<file path="src/rtl/mem_arbiter_pkg.sv">
// +-----------------------------------------------------------------------------+
// | mem_arbiter_pkg : shared arbiter state encoding, port ids and DQM codes     |
// | Rev 1.0                                                                     |
// +-----------------------------------------------------------------------------+
`default_nettype none

package mem_arbiter_pkg;

  typedef enum logic [1:0] {
    RR         = 2'd0,
    LOCK1_PEND = 2'd1,
    LOCK1      = 2'd2
  } arb_state_t;

  localparam logic PORT_CORE = 1'b0;
  localparam logic PORT_DMA  = 1'b1;

  // Size codes understood by the control unit and the data memory.
  localparam int               DQM_WIDTH = 2;
  localparam logic [DQM_WIDTH-1:0] DQM_BYTE = 2'b00;
  localparam logic [DQM_WIDTH-1:0] DQM_HALF = 2'b01;
  localparam logic [DQM_WIDTH-1:0] DQM_WORD = 2'b10;

  function automatic logic other_port(input logic port);
    return ~port;
  endfunction

endpackage

`default_nettype wire

</file>
<file path="src/rtl/mem_arbiter_if.sv">
// +-----------------------------------------------------------------------------+
// | mem_arbiter_if : requester ports 0/1 plus the shared memory port            |
// | Rev 1.0                                                                     |
// +-----------------------------------------------------------------------------+
`default_nettype none

interface mem_arbiter_if #(
  parameter int ADDR_W = 32,
  parameter int DATA_W = 32,
  parameter int DQM_W  = mem_arbiter_pkg::DQM_WIDTH
) ();

  logic              req0;
  logic              we0;
  logic [ADDR_W-1:0] addr0;
  logic [DATA_W-1:0] wdata0;
  logic [DQM_W-1:0]  dqm0;
  logic              gnt0;
  logic              rvalid0;
  logic [DATA_W-1:0] rdata0;

  logic              req1;
  logic              we1;
  logic [ADDR_W-1:0] addr1;
  logic [DATA_W-1:0] wdata1;
  logic [DQM_W-1:0]  dqm1;
  logic              gnt1;
  logic              rvalid1;
  logic [DATA_W-1:0] rdata1;
  logic              lock1;

  logic [ADDR_W-1:0] memAddr;
  logic              memWe;
  logic [DATA_W-1:0] memWdata;
  logic [DQM_W-1:0]  memDQM;
  logic [DATA_W-1:0] memRdata;

  modport slave (
    input  req0, we0, addr0, wdata0, dqm0,
    input  req1, we1, addr1, wdata1, dqm1, lock1,
    input  memRdata,
    output gnt0, rvalid0, rdata0,
    output gnt1, rvalid1, rdata1,
    output memAddr, memWe, memWdata, memDQM
  );

  modport master (
    output req0, we0, addr0, wdata0, dqm0,
    output req1, we1, addr1, wdata1, dqm1, lock1,
    output memRdata,
    input  gnt0, rvalid0, rdata0,
    input  gnt1, rvalid1, rdata1,
    input  memAddr, memWe, memWdata, memDQM
  );

endinterface

`default_nettype wire

</file>
<file path="src/rtl/mem_arbiter_rr_arb2.sv">
// +-----------------------------------------------------------------------------+
// | rr_arb2 : 2-way round-robin grant with a one-bit priority pointer           |
// | Rev 1.0                                                                     |
// +-----------------------------------------------------------------------------+
`default_nettype none

module rr_arb2
  import mem_arbiter_pkg::*;
(
  input  wire logic       clk,
  input  wire logic       rst,
  input  wire logic [1:0] req,
  input  wire logic       ptr_clr,
  output logic      [1:0] gnt
);

  logic ptr;

  always_comb begin
    gnt = 2'b00;
    if (req[PORT_CORE] && (!req[PORT_DMA] || ptr == PORT_CORE)) begin
      gnt[PORT_CORE] = 1'b1;
    end else if (req[PORT_DMA]) begin
      gnt[PORT_DMA] = 1'b1;
    end
  end

  // The winner hands priority to the other port; idle cycles keep it.
  always_ff @(posedge clk) begin
    if (rst) begin
      ptr <= PORT_CORE;
    end else if (ptr_clr) begin
      ptr <= PORT_CORE;
    end else if (gnt[PORT_CORE]) begin
      ptr <= other_port(PORT_CORE);
    end else if (gnt[PORT_DMA]) begin
      ptr <= other_port(PORT_DMA);
    end
  end

endmodule

`default_nettype wire

</file>
<file path="src/rtl/mem_arbiter.sv">
// +-----------------------------------------------------------------------------+
// | mem_arbiter : core/DMA arbiter for one single-port synchronous memory       |
// | Optional bus lock for port 1 with `define ARB_LOCK_EN. Rev 1.0              |
// +-----------------------------------------------------------------------------+
`default_nettype none

module mem_arbiter
  import mem_arbiter_pkg::*;
#(
  parameter int ADDR_W = 32,
  parameter int DATA_W = 32,
  parameter int DQM_W  = DQM_WIDTH
) (
  input  wire logic     clk,
  input  wire logic     rst,
  mem_arbiter_if.slave  bus
);

  logic [1:0]        req_v;
  logic [1:0]        gnt_v;
  logic              lock_mask;
  logic              ptr_clr;
  logic              sel;
  logic [ADDR_W-1:0] sel_addr;
  logic [DATA_W-1:0] sel_wdata;
  logic [DQM_W-1:0]  sel_dqm;
  logic              rd_pend;
  logic              owner;
  logic              rsp_valid;

`ifdef ARB_LOCK_EN
  arb_state_t state;
  arb_state_t state_nxt;

  always_ff @(posedge clk) begin
    if (rst) begin
      state <= RR;
    end else begin
      state <= state_nxt;
    end
  end

  // Port 0 is held off as soon as the loader asks for the lock, so the
  // loader's first access after the request already sits inside the lock.
  always_comb begin
    state_nxt = state;
    ptr_clr   = 1'b0;
    lock_mask = bus.lock1 || (state == LOCK1);
    case (state)
      RR: begin
        if (bus.lock1) state_nxt = LOCK1_PEND;
      end
      LOCK1_PEND: begin
        if (!bus.lock1) begin
          state_nxt = RR;
        end else if (gnt_v[PORT_DMA]) begin
          state_nxt = LOCK1;
        end
      end
      LOCK1: begin
        if (!bus.lock1) begin
          state_nxt = RR;
          ptr_clr   = 1'b1;
        end
      end
      default: state_nxt = RR;
    endcase
  end
`else
  logic unused_lock;
  assign unused_lock = bus.lock1;
  assign lock_mask   = 1'b0;
  assign ptr_clr     = 1'b0;
`endif

  assign req_v[PORT_CORE] = bus.req0 & ~rst & ~lock_mask;
  assign req_v[PORT_DMA]  = bus.req1 & ~rst;

  rr_arb2 u_rr_arb2 (
    .clk     (clk),
    .rst     (rst),
    .req     (req_v),
    .ptr_clr (ptr_clr),
    .gnt     (gnt_v)
  );

  assign bus.gnt0 = gnt_v[PORT_CORE];
  assign bus.gnt1 = gnt_v[PORT_DMA];

  always_comb begin
    sel       = gnt_v[PORT_DMA];
    sel_addr  = sel ? bus.addr1  : bus.addr0;
    sel_wdata = sel ? bus.wdata1 : bus.wdata0;
    sel_dqm   = sel ? bus.dqm1   : bus.dqm0;
  end

  assign bus.memAddr  = sel_addr;
  assign bus.memWdata = sel_wdata;
  assign bus.memDQM   = sel_dqm;
  assign bus.memWe    = (gnt_v[PORT_CORE] & bus.we0) | (gnt_v[PORT_DMA] & bus.we1);

  always_ff @(posedge clk) begin
    if (rst) begin
      rd_pend <= 1'b0;
      owner   <= PORT_CORE;
    end else begin
      rd_pend <= (gnt_v[PORT_CORE] & ~bus.we0) | (gnt_v[PORT_DMA] & ~bus.we1);
      if (|gnt_v) owner <= gnt_v[PORT_DMA];
    end
  end

  // A read issued just before reset rises must not surface during reset.
  assign rsp_valid   = rd_pend & ~rst;
  assign bus.rvalid0 = rsp_valid & (owner == PORT_CORE);
  assign bus.rvalid1 = rsp_valid & (owner == PORT_DMA);
  assign bus.rdata0  = bus.rvalid0 ? bus.memRdata : '0;
  assign bus.rdata1  = bus.rvalid1 ? bus.memRdata : '0;

endmodule

`default_nettype wire

</file>
<file path="src/flat_wrapper.sv">
// flat-port wrapper written by rule: the top's interface ports become plain ports
module mem_arbiter_flat import mem_arbiter_pkg::*;
#(
  parameter int ADDR_W = 32,
  parameter int DATA_W = 32,
  parameter int DQM_W  = DQM_WIDTH
)
  (clk, rst, bus_req0, bus_we0, bus_addr0, bus_wdata0, bus_dqm0, bus_req1, bus_we1, bus_addr1, bus_wdata1, bus_dqm1, bus_lock1, bus_memRdata, bus_gnt0, bus_rvalid0, bus_rdata0, bus_gnt1, bus_rvalid1, bus_rdata1, bus_memAddr, bus_memWe, bus_memWdata, bus_memDQM);
  mem_arbiter_if #(.ADDR_W(ADDR_W), .DATA_W(DATA_W), .DQM_W(DQM_W)) bus_i ();
  input  wire logic clk;
  input  wire logic rst;
  input wire logic [$bits(bus_i.req0)-1:0] bus_req0;
  input wire logic [$bits(bus_i.we0)-1:0] bus_we0;
  input wire logic [$bits(bus_i.addr0)-1:0] bus_addr0;
  input wire logic [$bits(bus_i.wdata0)-1:0] bus_wdata0;
  input wire logic [$bits(bus_i.dqm0)-1:0] bus_dqm0;
  input wire logic [$bits(bus_i.req1)-1:0] bus_req1;
  input wire logic [$bits(bus_i.we1)-1:0] bus_we1;
  input wire logic [$bits(bus_i.addr1)-1:0] bus_addr1;
  input wire logic [$bits(bus_i.wdata1)-1:0] bus_wdata1;
  input wire logic [$bits(bus_i.dqm1)-1:0] bus_dqm1;
  input wire logic [$bits(bus_i.lock1)-1:0] bus_lock1;
  input wire logic [$bits(bus_i.memRdata)-1:0] bus_memRdata;
  output wire logic [$bits(bus_i.gnt0)-1:0] bus_gnt0;
  output wire logic [$bits(bus_i.rvalid0)-1:0] bus_rvalid0;
  output wire logic [$bits(bus_i.rdata0)-1:0] bus_rdata0;
  output wire logic [$bits(bus_i.gnt1)-1:0] bus_gnt1;
  output wire logic [$bits(bus_i.rvalid1)-1:0] bus_rvalid1;
  output wire logic [$bits(bus_i.rdata1)-1:0] bus_rdata1;
  output wire logic [$bits(bus_i.memAddr)-1:0] bus_memAddr;
  output wire logic [$bits(bus_i.memWe)-1:0] bus_memWe;
  output wire logic [$bits(bus_i.memWdata)-1:0] bus_memWdata;
  output wire logic [$bits(bus_i.memDQM)-1:0] bus_memDQM;
  assign bus_i.req0 = bus_req0;
  assign bus_i.we0 = bus_we0;
  assign bus_i.addr0 = bus_addr0;
  assign bus_i.wdata0 = bus_wdata0;
  assign bus_i.dqm0 = bus_dqm0;
  assign bus_i.req1 = bus_req1;
  assign bus_i.we1 = bus_we1;
  assign bus_i.addr1 = bus_addr1;
  assign bus_i.wdata1 = bus_wdata1;
  assign bus_i.dqm1 = bus_dqm1;
  assign bus_i.lock1 = bus_lock1;
  assign bus_i.memRdata = bus_memRdata;
  assign bus_gnt0 = bus_i.gnt0;
  assign bus_rvalid0 = bus_i.rvalid0;
  assign bus_rdata0 = bus_i.rdata0;
  assign bus_gnt1 = bus_i.gnt1;
  assign bus_rvalid1 = bus_i.rvalid1;
  assign bus_rdata1 = bus_i.rdata1;
  assign bus_memAddr = bus_i.memAddr;
  assign bus_memWe = bus_i.memWe;
  assign bus_memWdata = bus_i.memWdata;
  assign bus_memDQM = bus_i.memDQM;
  mem_arbiter #(.ADDR_W(ADDR_W), .DATA_W(DATA_W), .DQM_W(DQM_W)) u_core (.clk(clk), .rst(rst), .bus(bus_i));
endmodule
</file>
<file path="config.mk">
export PLATFORM = sky130hd
export DESIGN_NAME = mem_arbiter_flat
export DESIGN_NICKNAME = d
export VERILOG_FILES = /design/src/rtl/mem_arbiter_pkg.sv /design/src/rtl/mem_arbiter_if.sv /design/src/rtl/mem_arbiter_rr_arb2.sv /design/src/rtl/mem_arbiter.sv /design/src/flat_wrapper.sv
export SDC_FILE = /design/constraint.sdc
export NUM_CORES = 1
export LEC_CHECK = 0
export ABC_AREA = 1
export BUFFER_PORTS_ARGS = -buffer_cell sky130_fd_sc_hd__buf_2
export CAP_MARGIN = 15
export CELL_PAD_IN_SITES_DETAIL_PLACEMENT = 1
export CELL_PAD_IN_SITES_GLOBAL_PLACEMENT = 1
export CORE_UTILIZATION = 11
export CTS_CLUSTER_DIAMETER = 100
export DETAILED_ROUTE_END_ITERATION = 8
export PLACE_DENSITY_LB_ADDON = 0.1
export SYNTH_ARGS = -nofsm -noshare
export SYNTH_HDL_FRONTEND = slang
export SYNTH_SLANG_ARGS = --single-unit
</file>
<file path="constraint.sdc">
create_clock -name clk -period 1 [get_ports clk]
set_input_delay 0.05 -clock clk [delete_from_list [all_inputs] [get_ports clk]]
set_output_delay 0.05 -clock clk [all_outputs]
set_load 0.02 [all_outputs]
</file>
==> metrics.cfg, run 1 <==
[timing]
drv_slew=0
period_share=1.45
fin_worst_skew_ps=0.525
slew-limit-headroom=0.799
fin_crit_ps=1450
grt_setup_unrepaired=yes
tightest_slew_ps=300
max_freq_ghz=0.690
setup_viol=137
setup_ws_ps=-450
fin_hold_ws_ps=88.8
hold_viol=0

[critical_path]
cp-start-kind=flip-flop
crit_path_frequent_cell=nand2_2
ff2ff_path_depth=7
end_kind=output port
reg2reg_from=u_core.u_rr_arb2.ptr$_SDFFE_PP0P_
path_max_fanout=4
timing.rr.end=u_core.owner$_SDFFE_PP0P_
slowest_delay_ps=310
worstPathCellList=nand2_2 -> nand3_4 -> nand2_8 -> buf_8 -> clkbuf_16 -> nand2_2 -> nand2_2 -> buf_6
worst-path-buf-inv=3
path_class=flip-flop to output port
slowest_stage=dfxtp_2
crit_required_ps=950
path_delay_family=simple AND/OR/NAND/NOR gates
arrival_ps=1400
r2r_slack_ps=-230

[routing]
wirelength_um=15100
drcViolationCount=0
dr.pass1.iters=4
viasPerCell=4.29
wire_per_inst_um=17.7
vias=3658
ant_nets=0
drt_iter0_drc=96

[flow_run]
cap_viol_max_count=0

[cells_and_area]
seq_area_sq_um=68.8
layout.cells.non_filler=852
final_core_util=0.449
area_growth_pct=298
n_fill_cell=1600
antenna_cells=0
final_nets=848
multi_input_area_sq_um=2150
drive_gt1_frac=0.837

[clock_network]
postCtsHoldBufs=0
cts.path.max_buffers=2
h-tree-depth=1
root_buffer=clkbuf_16
cts_tree=yes
insertion_delay_ps=230
cts_sinks=3
cts-buffers-inserted=3
path_clk_slew_ps=30

[yosys]
synth_seq_cells=3
yosysWarnings=0
syn_inst=349
syn_avg_cell_area_sq_um=4.26
ys_types=15
syn_nets=520
seq_area_frac_synth=0.0404
syn_area_sq_um=1490

[die]
die_w_um=118
dieArea_sq_um=14000
fp.dieH_um=118
coreArea_sq_um=13200
ios=306
initial_core_util=0.113
row_count=42

[global_route]
antenna_found_initial=0
grt_first_pass_wirelength_um=21000
grt_start_max_net_pins=32
grt_overflow=0
grt_usage=0.190
grt_pass1_vias=4012

[placement]
routabilityCongestion=0.799
port_buffers=304
place_hpwl_um=8990
dp.cells=817
dp_slack_ps=-245

[power_and_ir_drop]
peakVddDrop_v=0.000381
p_leak_nw=3.03
intPower_mw=1.96
powerDensity_nw_per_um2=590
p_seq_frac=0.040
p_switching_mw=1.53
comb_power_share=0.773
netSwitchingFraction=0.438
p_clk_frac=0.188

[worst_hold_path]
worstHoldEndpoint=u_core.rd_pend$_SDFF_PP0_
worstHoldStart=bus_we1
hp-class=input pin to flip-flop
holdPathStages=3

[run_status]
outcome=finished, violations left
violations=negative setup slack

-- how the worst max path moves through the flow --
stage,slack (ps),start,cells past startpoint,endpoint
floorplan,-50,u_core.u_rr_arb2.ptr$_SDFFE_PP0P_,7,bus_memAddr[10]
global placement,-220,u_core.u_rr_arb2.ptr$_SDFFE_PP0P_,7,bus_memWdata[25]
detailed placement,-240,u_core.u_rr_arb2.ptr$_SDFFE_PP0P_,7,bus_memWdata[21]
CTS,-450,u_core.u_rr_arb2.ptr$_SDFFE_PP0P_,7,bus_memWdata[26]
global route,-510,u_core.u_rr_arb2.ptr$_SDFFE_PP0P_,8,bus_memWdata[10]
finish,-450,u_core.u_rr_arb2.ptr$_SDFFE_PP0P_,8,bus_memWdata[16]
-- cell usage in the layout, fill, tap and decap left out --
cell	Yosys	routed
buf_16	0	12
nand2_4	0	16
nand3_2	1	20
nand2_8	0	1
buf_6	0	131
inv_4	0	1
nor2_4	0	65
o21ai_0	2	2
nand2_2	0	98
inv_1	40	34
nand3b_1	1	1
nand2_1	138	23
buf_2	5	169
inv_2	1	4
nand3_1	68	46
buf_12	0	12
dfxtp_4	0	2
clkbuf_16	0	9
dfxtp_2	0	1
clkinv_4	0	2
nand3_4	0	3
nand4_1	1	1
buf_4	5	14
buf_8	0	6
clkbuf_1	14	1
nor2_1	66	2
-- per-stage QoR --
step / cell area, sq um / total power, mW / setup TNS [ps]
final: 5920 / 3.49 / -50430
after global routing: 5920 / 3.67 / -57320
after CTS: 5310 / 3.18 / -49680
after detailed placement: 3470 / 1.80 / -19870
after global placement: 3470 / 1.78 / -15810
after floorplan: 1670 / 1.03 / -3830
-- flip-flops by register name (all words and copies together) (netlist names) --
register and count:
u_core.u_rr_arb2.ptr 1, u_core.rd_pend 1, u_core.owner 1
-- kinds of logic after synthesis --
logic type	count (synthesis)	share of synthesized area
AND/OR/NAND/NOR	276	0.764
buffers and inverters	68	0.189
flip-flops	3	0.0404
AO/OA/AOI/OAI	2	0.00673
-- per-layer routing --
| metal | up-vias | track usage | wire, um |
|---|---|---|---|
| li1 | 1721 | - | - |
| met1 | 1736 | 0.185 | 5040 |
| met2 | 188 | 0.408 | 8830 |
| met3 | 13 | 0.0333 | 1040 |
| met4 | 0 | 0.0264 | 163 |
| met5 | - | 0 | 0 |
-- cell type report --
type,count,share of cell area
Clock buffer,4,0.0133
Inverter,41,0.0281
Multi-Input combinational cell,278,0.363
Sequential cell,3,0.0116
Tap cell,176,0.0372
Timing Repair Buffer,350,0.547
-- synthesized netlist by cell type (all sizes together) --
cell	number	area [sq um]
nand2	138	518
nand3b	1	7.51
buf	13	73.8
nand3	69	350
nand4	1	6.26
o21ai	2	10.0
clkbuf	14	52.6
inv	41	154
nor2	67	254
dfxtp	3	60.1
-- power groups by stage --
stage | Clock, mW | Sequential [mW] | Combinational, mW
after detailed placement | 0 | 0.136 | 1.67
final | 0.656 | 0.138 | 2.70
after global routing | 0.677 | 0.139 | 2.85
after floorplan | 0 | 0.135 | 0.900
after global placement | 0 | 0.136 | 1.64
after CTS | 0.674 | 0.138 | 2.37
-- repair_timing --
| item | 4_1_cts | 5_1_grt |
|---|---|---|
| gates resized for setup | 413 | 130 |
| setup endpoints to repair | 137 | 137 |
| setup buffers | 9 | 3 |
| cloned | 14 | 7 |
| pin swaps | 6 | 11 |
-- worst reg2reg max path, delay by kind of cell, from the launching register on --
family	cells	cell delay, ps
buffers and inverters	3	480
DFF	1	310
and+or+nand+nor	3	260
AOI/OAI and AO/OA	1	60
Note: power is estimated with default switching activity, not from simulation.
==> run 2, diff against run 1 <==
PLACE_DENSITY = 0.86   (was default)
PLACE_DENSITY_LB_ADDON = default   (was 0.1)
clock period = 1.2 ns   (was 1 ns; I/O delays follow)
==> metrics.cfg, run 2 (synthesis results as in run 1) <==
[routing]
ant_nets=0  ; unchanged
vias=3466  ; -5.2%
met1_length_um=4360  ; -14%
met3_length_um=934  ; -10%
wl_met2_um=7280  ; -18%
top_layer=met4
wirelength_um=12800  ; -15%
drcViolationCount=0  ; unchanged
wire_per_inst_um=15.3  ; -13%
drt_iter0_drc=77  ; -20%
viasPerCell=4.14  ; -3.6%
dr.pass1.iters=4  ; unchanged

[die]
dieArea_sq_um=14000  ; unchanged
die_w_um=118  ; unchanged
ios=306  ; unchanged
row_count=42  ; unchanged
fp.dieH_um=118  ; unchanged
coreArea_sq_um=13200  ; unchanged
initial_core_util=0.113  ; unchanged

[cells_and_area]
antenna_cells=0  ; unchanged
layout.cells.non_filler=837  ; -1.8%
seq_area_sq_um=62.6  ; -9.1%
final_core_util=0.353  ; -0.0957
final_area_sq_um=4650  ; -21%
final_nets=833  ; -1.8%
multi_input_area_sq_um=1530  ; -29%
area_growth_pct=213
largestRegisters=u_core.owner: 1 flops, u_core.rd_pend: 1 flops, u_core.u_rr_arb2.ptr: 1 flops
final_cell_mix=buf_2 (171), nand2_1 (96), buf_4 (80)
layout_commonest_cell=buf_2
drive_gt1_frac=0.646  ; -0.191
n_fill_cell=1697  ; +6.1%

[critical_path]
r2r_slack_ps=-90  ; +140 ps
path_depth=7  ; -1
end_kind=output port
slowest_delay_ps=320  ; about the same
worst-path-buf-inv=2  ; -1
cp-start-kind=flip-flop
crit_path_frequent_cell=nand2_1
worstPathCellList=nand2_4 -> nand3_4 -> nand2_8 -> clkbuf_16 -> nand2_1 -> nand2_1 -> buf_6
reg2reg_from=u_core.u_rr_arb2.ptr$_SDFFE_PP0P_
path_class=flip-flop to output port
path_max_fanout=10  ; +6
ff2ff_path_depth=7  ; unchanged
arrival_ps=1410  ; about the same
path_delay_family=simple AND/OR/NAND/NOR gates
crit_required_ps=1140  ; +190 ps
slowest_stage=dfxtp_2
timing.rr.end=u_core.rd_pend$_SDFF_PP0_

[clock_network]
path_clk_slew_ps=30  ; about the same
cts_sinks=3  ; unchanged
cts-buffers-inserted=3  ; unchanged
h-tree-depth=1  ; unchanged
cts.path.max_buffers=2  ; unchanged
insertion_delay_ps=230  ; about the same
root_buffer=clkbuf_16
cts_tree=yes

[timing]
drv_slew=0  ; unchanged
fin_crit_ps=1470
period_share=1.22
slew-limit-headroom=0.793  ; -0.00642
setup_ws_ps=-268  ; +182 ps
hold_viol=0  ; unchanged
fin_hold_ws_ps=79.5  ; -9.37 ps
max_freq_ghz=0.681
fin_worst_skew_ps=0.807  ; +0.282 ps
grt_setup_unrepaired=yes
tightest_slew_ps=311  ; +10.3 ps
setup_viol=107  ; -22%

[global_route]
grt_overflow=0  ; unchanged
grt_usage=0.163  ; -0.0264
grt_first_pass_wirelength_um=18200  ; -13%
antenna_found_initial=0  ; unchanged
grt_pass1_vias=3701  ; -7.8%
grt_start_max_net_pins=52  ; +63%

[run_status]
outcome=finished, violations left
violations=negative setup slack

[placement]
dp.cells=813  ; -0.49%
place_hpwl_um=8080  ; -10%
port_buffers=304  ; unchanged
dpl_cell_area_sq_um=3270  ; -5.8%
routabilityCongestion=0.765  ; -4.2%

[worst_hold_path]
hp-class=input pin to flip-flop
worstHoldStart=rst
worstHoldEndpoint=u_core.owner$_SDFFE_PP0P_
holdPathStages=2  ; -1

[flow_run]
cap_viol_max_count=0  ; unchanged

[power_and_ir_drop]
powerDensity_nw_per_um2=547  ; -7.3%
peakVddDrop_v=0.000321  ; -16%
p_leak_nw=2.77  ; -8.5%

==> run 2: changes by cell type in the layout (fill, tap and decap cells not counted), moves of 6 or more <==
cell / change
nor2_4: -60
nand2_2: -60
buf_6: -64
nor2_2: +13
nand2_1: +73
buf_16: -6
nor2_1: +47
buf_4: +66
nand2_4: -13
inv_1: +6
==> run 2: worst max-delay path by stage <==
stage	slack, ps	end	from
after floorplan	30	bus_memAddr[21]	u_core.u_rr_arb2.ptr$_SDFFE_PP0P_
after global routing	-340	bus_memAddr[27]	u_core.u_rr_arb2.ptr$_SDFFE_PP0P_
final	-270	bus_memWdata[29]	u_core.u_rr_arb2.ptr$_SDFFE_PP0P_
after CTS	-250	bus_memWe	u_core.u_rr_arb2.ptr$_SDFFE_PP0P_
after detailed placement	-80	bus_memWdata[14]	u_core.u_rr_arb2.ptr$_SDFFE_PP0P_
after global placement	-50	bus_memWdata[14]	u_core.u_rr_arb2.ptr$_SDFFE_PP0P_
==> run 2: layout make-up <==
| class | count | area share |
|---|---|---|
| clock buffer | 4 | 0.0169 |
| tap | 176 | 0.0473 |
| sequential | 3 | 0.0134 |
| multi-input combinational | 278 | 0.329 |
| timing repair buffer | 335 | 0.560 |
| inverter | 41 | 0.0331 |
==> run 2: power breakdown <==
| part | total [mW] | internal, mW | switching (mW) |
|---|---|---|---|
| combinational | 1.89 | 0.908 | 0.986 |
| sequential | 0.114 | 0.109 | 0.00503 |
| clock | 0.539 | 0.439 | 0.0997 |
| total | 2.55 | 1.46 | 1.09 |
==> run 2: what timing repair did <==
item	in CTS	in global routing
gates resized for setup	221	92
buffers inserted	11	2
setup endpoints to repair	126	137
cloned	6	3
hold buffers	0	0
pin swaps	18	29
==> run 2: per-layer routing <==
layer	track usage	up-vias
li1	-	1684
met1	0.156	1570
met2	0.343	193
met3	0.0314	19
met4	0.0433	0
met5	0	-
==> run 2: through the flow <==
| step | setup TNS, ps | setup WS [ps] | power, mW |
|---|---|---|---|
| global route | -24610 | -338 | 2.69 |
| detailed placement | -1450 | -79.4 | 1.40 |
| finish | -17050 | -268 | 2.55 |
| CTS | -18410 | -254 | 2.40 |
| floorplan | 0 | 34.7 | 0.785 |
| global placement | -82.5 | -54.4 | 1.38 |
==> run 2: worst reg2reg max path: cells and delay by family, from the launching register on <==
family	cells	cell delay, ps
AND/OR/NAND/NOR	4	350
buffers and inverters	3	500
flip-flops	1	320
==> run 3, diff against run 2 <==
MAX_ROUTING_LAYER = met4   (was default)
SLEW_MARGIN = 0   (was default)
==> metrics.cfg, run 3 (synthesis results as in run 1) <==
[die]
dieArea_sq_um=14000  ; unchanged
row_count=42  ; unchanged
fp.dieH_um=118  ; unchanged
coreArea_sq_um=13200  ; unchanged
initial_core_util=0.113  ; unchanged
ios=306  ; unchanged
die_w_um=118  ; unchanged

[timing]
drv_slew=0  ; unchanged
max_freq_ghz=0.681  ; about the same
slew-limit-headroom=0.792  ; -0.00100
period_share=1.22  ; about the same
grt_setup_unrepaired=yes
timing.setup.tns_ps=-16960  ; +91.6 ps
fin_crit_ps=1470  ; -0.646 ps
tightest_slew_ps=312  ; +1.50 ps
fin_worst_skew_ps=0.680  ; -0.127 ps
hold_viol=0  ; unchanged
setup_ws_ps=-267  ; +0.646 ps
setup_viol=106  ; -0.93%

[global_route]
top_usage_layer=met2
antenna_found_initial=0  ; unchanged
grt_use_met1=0.159  ; +0.00263
grt_usage=0.168  ; +0.00490
grt_use_met2=0.343  ; -0.000735
grt_start_max_net_pins=52  ; unchanged
grt_overflow=0  ; unchanged
grt_pass1_vias=3712  ; +0.30%
use_met3=0.0275  ; -0.00386
grt_first_pass_wirelength_um=18200  ; +0.11%

[clock_network]
postCtsHoldBufs=0  ; unchanged
cts_tree=yes
h-tree-depth=1  ; unchanged
cts-buffers-inserted=3  ; unchanged
cts.path.max_buffers=2  ; unchanged
path_clk_slew_ps=30  ; about the same
root_buffer=clkbuf_16
cts_sinks=3  ; unchanged
insertion_delay_ps=230  ; about the same

[routing]
viasPerCell=4.13  ; -0.26%
ant_nets=0  ; unchanged
wire_per_inst_um=15.5  ; +0.81%
drt_iter0_drc=77  ; unchanged
dr.pass1.iters=4  ; unchanged
drcViolationCount=0  ; unchanged
vias=3457  ; -0.26%
wirelength_um=12900  ; +0.81%

[critical_path]
crit_required_ps=1140  ; about the same
arrival_ps=1410  ; about the same
end_kind=output port
path_class=flip-flop to output port
cp-start-kind=flip-flop
path_max_fanout=10  ; unchanged

[worst_hold_path]
hp-class=input pin to flip-flop

[placement]
routabilityCongestion=0.775  ; +1.3%
place_hpwl_um=8080  ; unchanged
port_buffers=304  ; unchanged

[run_status]
violations=negative setup slack
outcome=finished, violations left

[cells_and_area]
layout_commonest_cell=buf_2
antenna_cells=0  ; unchanged
area_growth_pct=214
final_cell_mix=buf_2 (173), nand2_1 (92), buf_4 (73)
drive_gt1_frac=0.648  ; +0.00151
n_fill_cell=1695  ; -0.12%
final_nets=833  ; unchanged
largestRegisters=u_core.owner: 1 flops, u_core.rd_pend: 1 flops, u_core.u_rr_arb2.ptr: 1 flops

[power_and_ir_drop]
p_leak_nw=2.78  ; +0.31%
finalPower_mw=2.56  ; +0.70%
powerDensity_nw_per_um2=549  ; +0.40%
peakVddDrop_v=0.000322  ; +0.10%

[flow_run]
cap_viol_max_count=0  ; unchanged

run 3: cell types whose count changed in the layout (fill, tap and decap cells not counted):
cell / change
nand3_4: -1
buf_4: -7
nand3_1: -2
nor2_1: +5
nand3_2: +3
nand2_1: -4
nor2_2: -5
buf_6: +5
nand2_2: +4
buf_2: +2
run 3: report_power, final:
| part | switching, mW | internal [mW] | total, mW |
|---|---|---|---|
| sequential | 0.00503 | 0.109 | 0.114 |
| combinational | 0.993 | 0.918 | 1.91 |
| clock | 0.100 | 0.439 | 0.540 |
| total | 1.10 | 1.47 | 2.56 |
run 3: through the flow:
step	setup WS (ps)	hold slack [ps]	instances	area [sq um]	util
after floorplan	34.7	132	349	1490	-
after global routing	-338	78.2	837	4670	0.354
after detailed placement	-79.4	323	813	3270	0.248
after CTS	-254	87.3	833	4270	0.323
after global placement	-54.4	313	813	3270	0.248
final	-267	80.5	837	4670	0.354
run 3: final timing paths:
kind                                     start                   endpoint  slack [ps]  depth (start not counted)
min                                        rst  u_core.owner$_SDFFE_PP0P_          80                          2
min reg2reg          u_core.owner$_SDFFE_PP0P_  u_core.owner$_SDFFE_PP0P_         540                          2
max          u_core.u_rr_arb2.ptr$_SDFFE_PP0P_           bus_memWdata[29]        -270                          7
max reg2reg  u_core.u_rr_arb2.ptr$_SDFFE_PP0P_  u_core.rd_pend$_SDFF_PP0_         -90                          7
run 3: repair_timing:
item,in CTS,in global routing
resized for setup,221,95
pin swaps,18,29
endpoints found under the setup margin,126,137
cloned,6,3
buffers inserted,11,2
run 3: metal layers:
layer  routed length [um]  vias up
met4                  253        0
met2                 7330      191
met1                 4490     1562
met3                  853       19
li1                     -     1685
met5                    0        -
run 3: cell type report:
type	instances	area, sq um	share of cell area
repair buffers	335	2620	0.561
multi-input cells	278	1530	0.328
well taps	176	220	0.0472
inverters	41	154	0.0330
clock buffers	4	78.8	0.0169
flip-flops and latches	3	62.6	0.0134
run 3: worst max-delay path, cell delays in order, from the launching register on:
cell and delay (ps):
dfxtp_2 320, nand2_4 70, nand3_4 120, nand2_8 160, clkbuf_16 190, nand2_1 80, nand2_1 100, buf_6 120
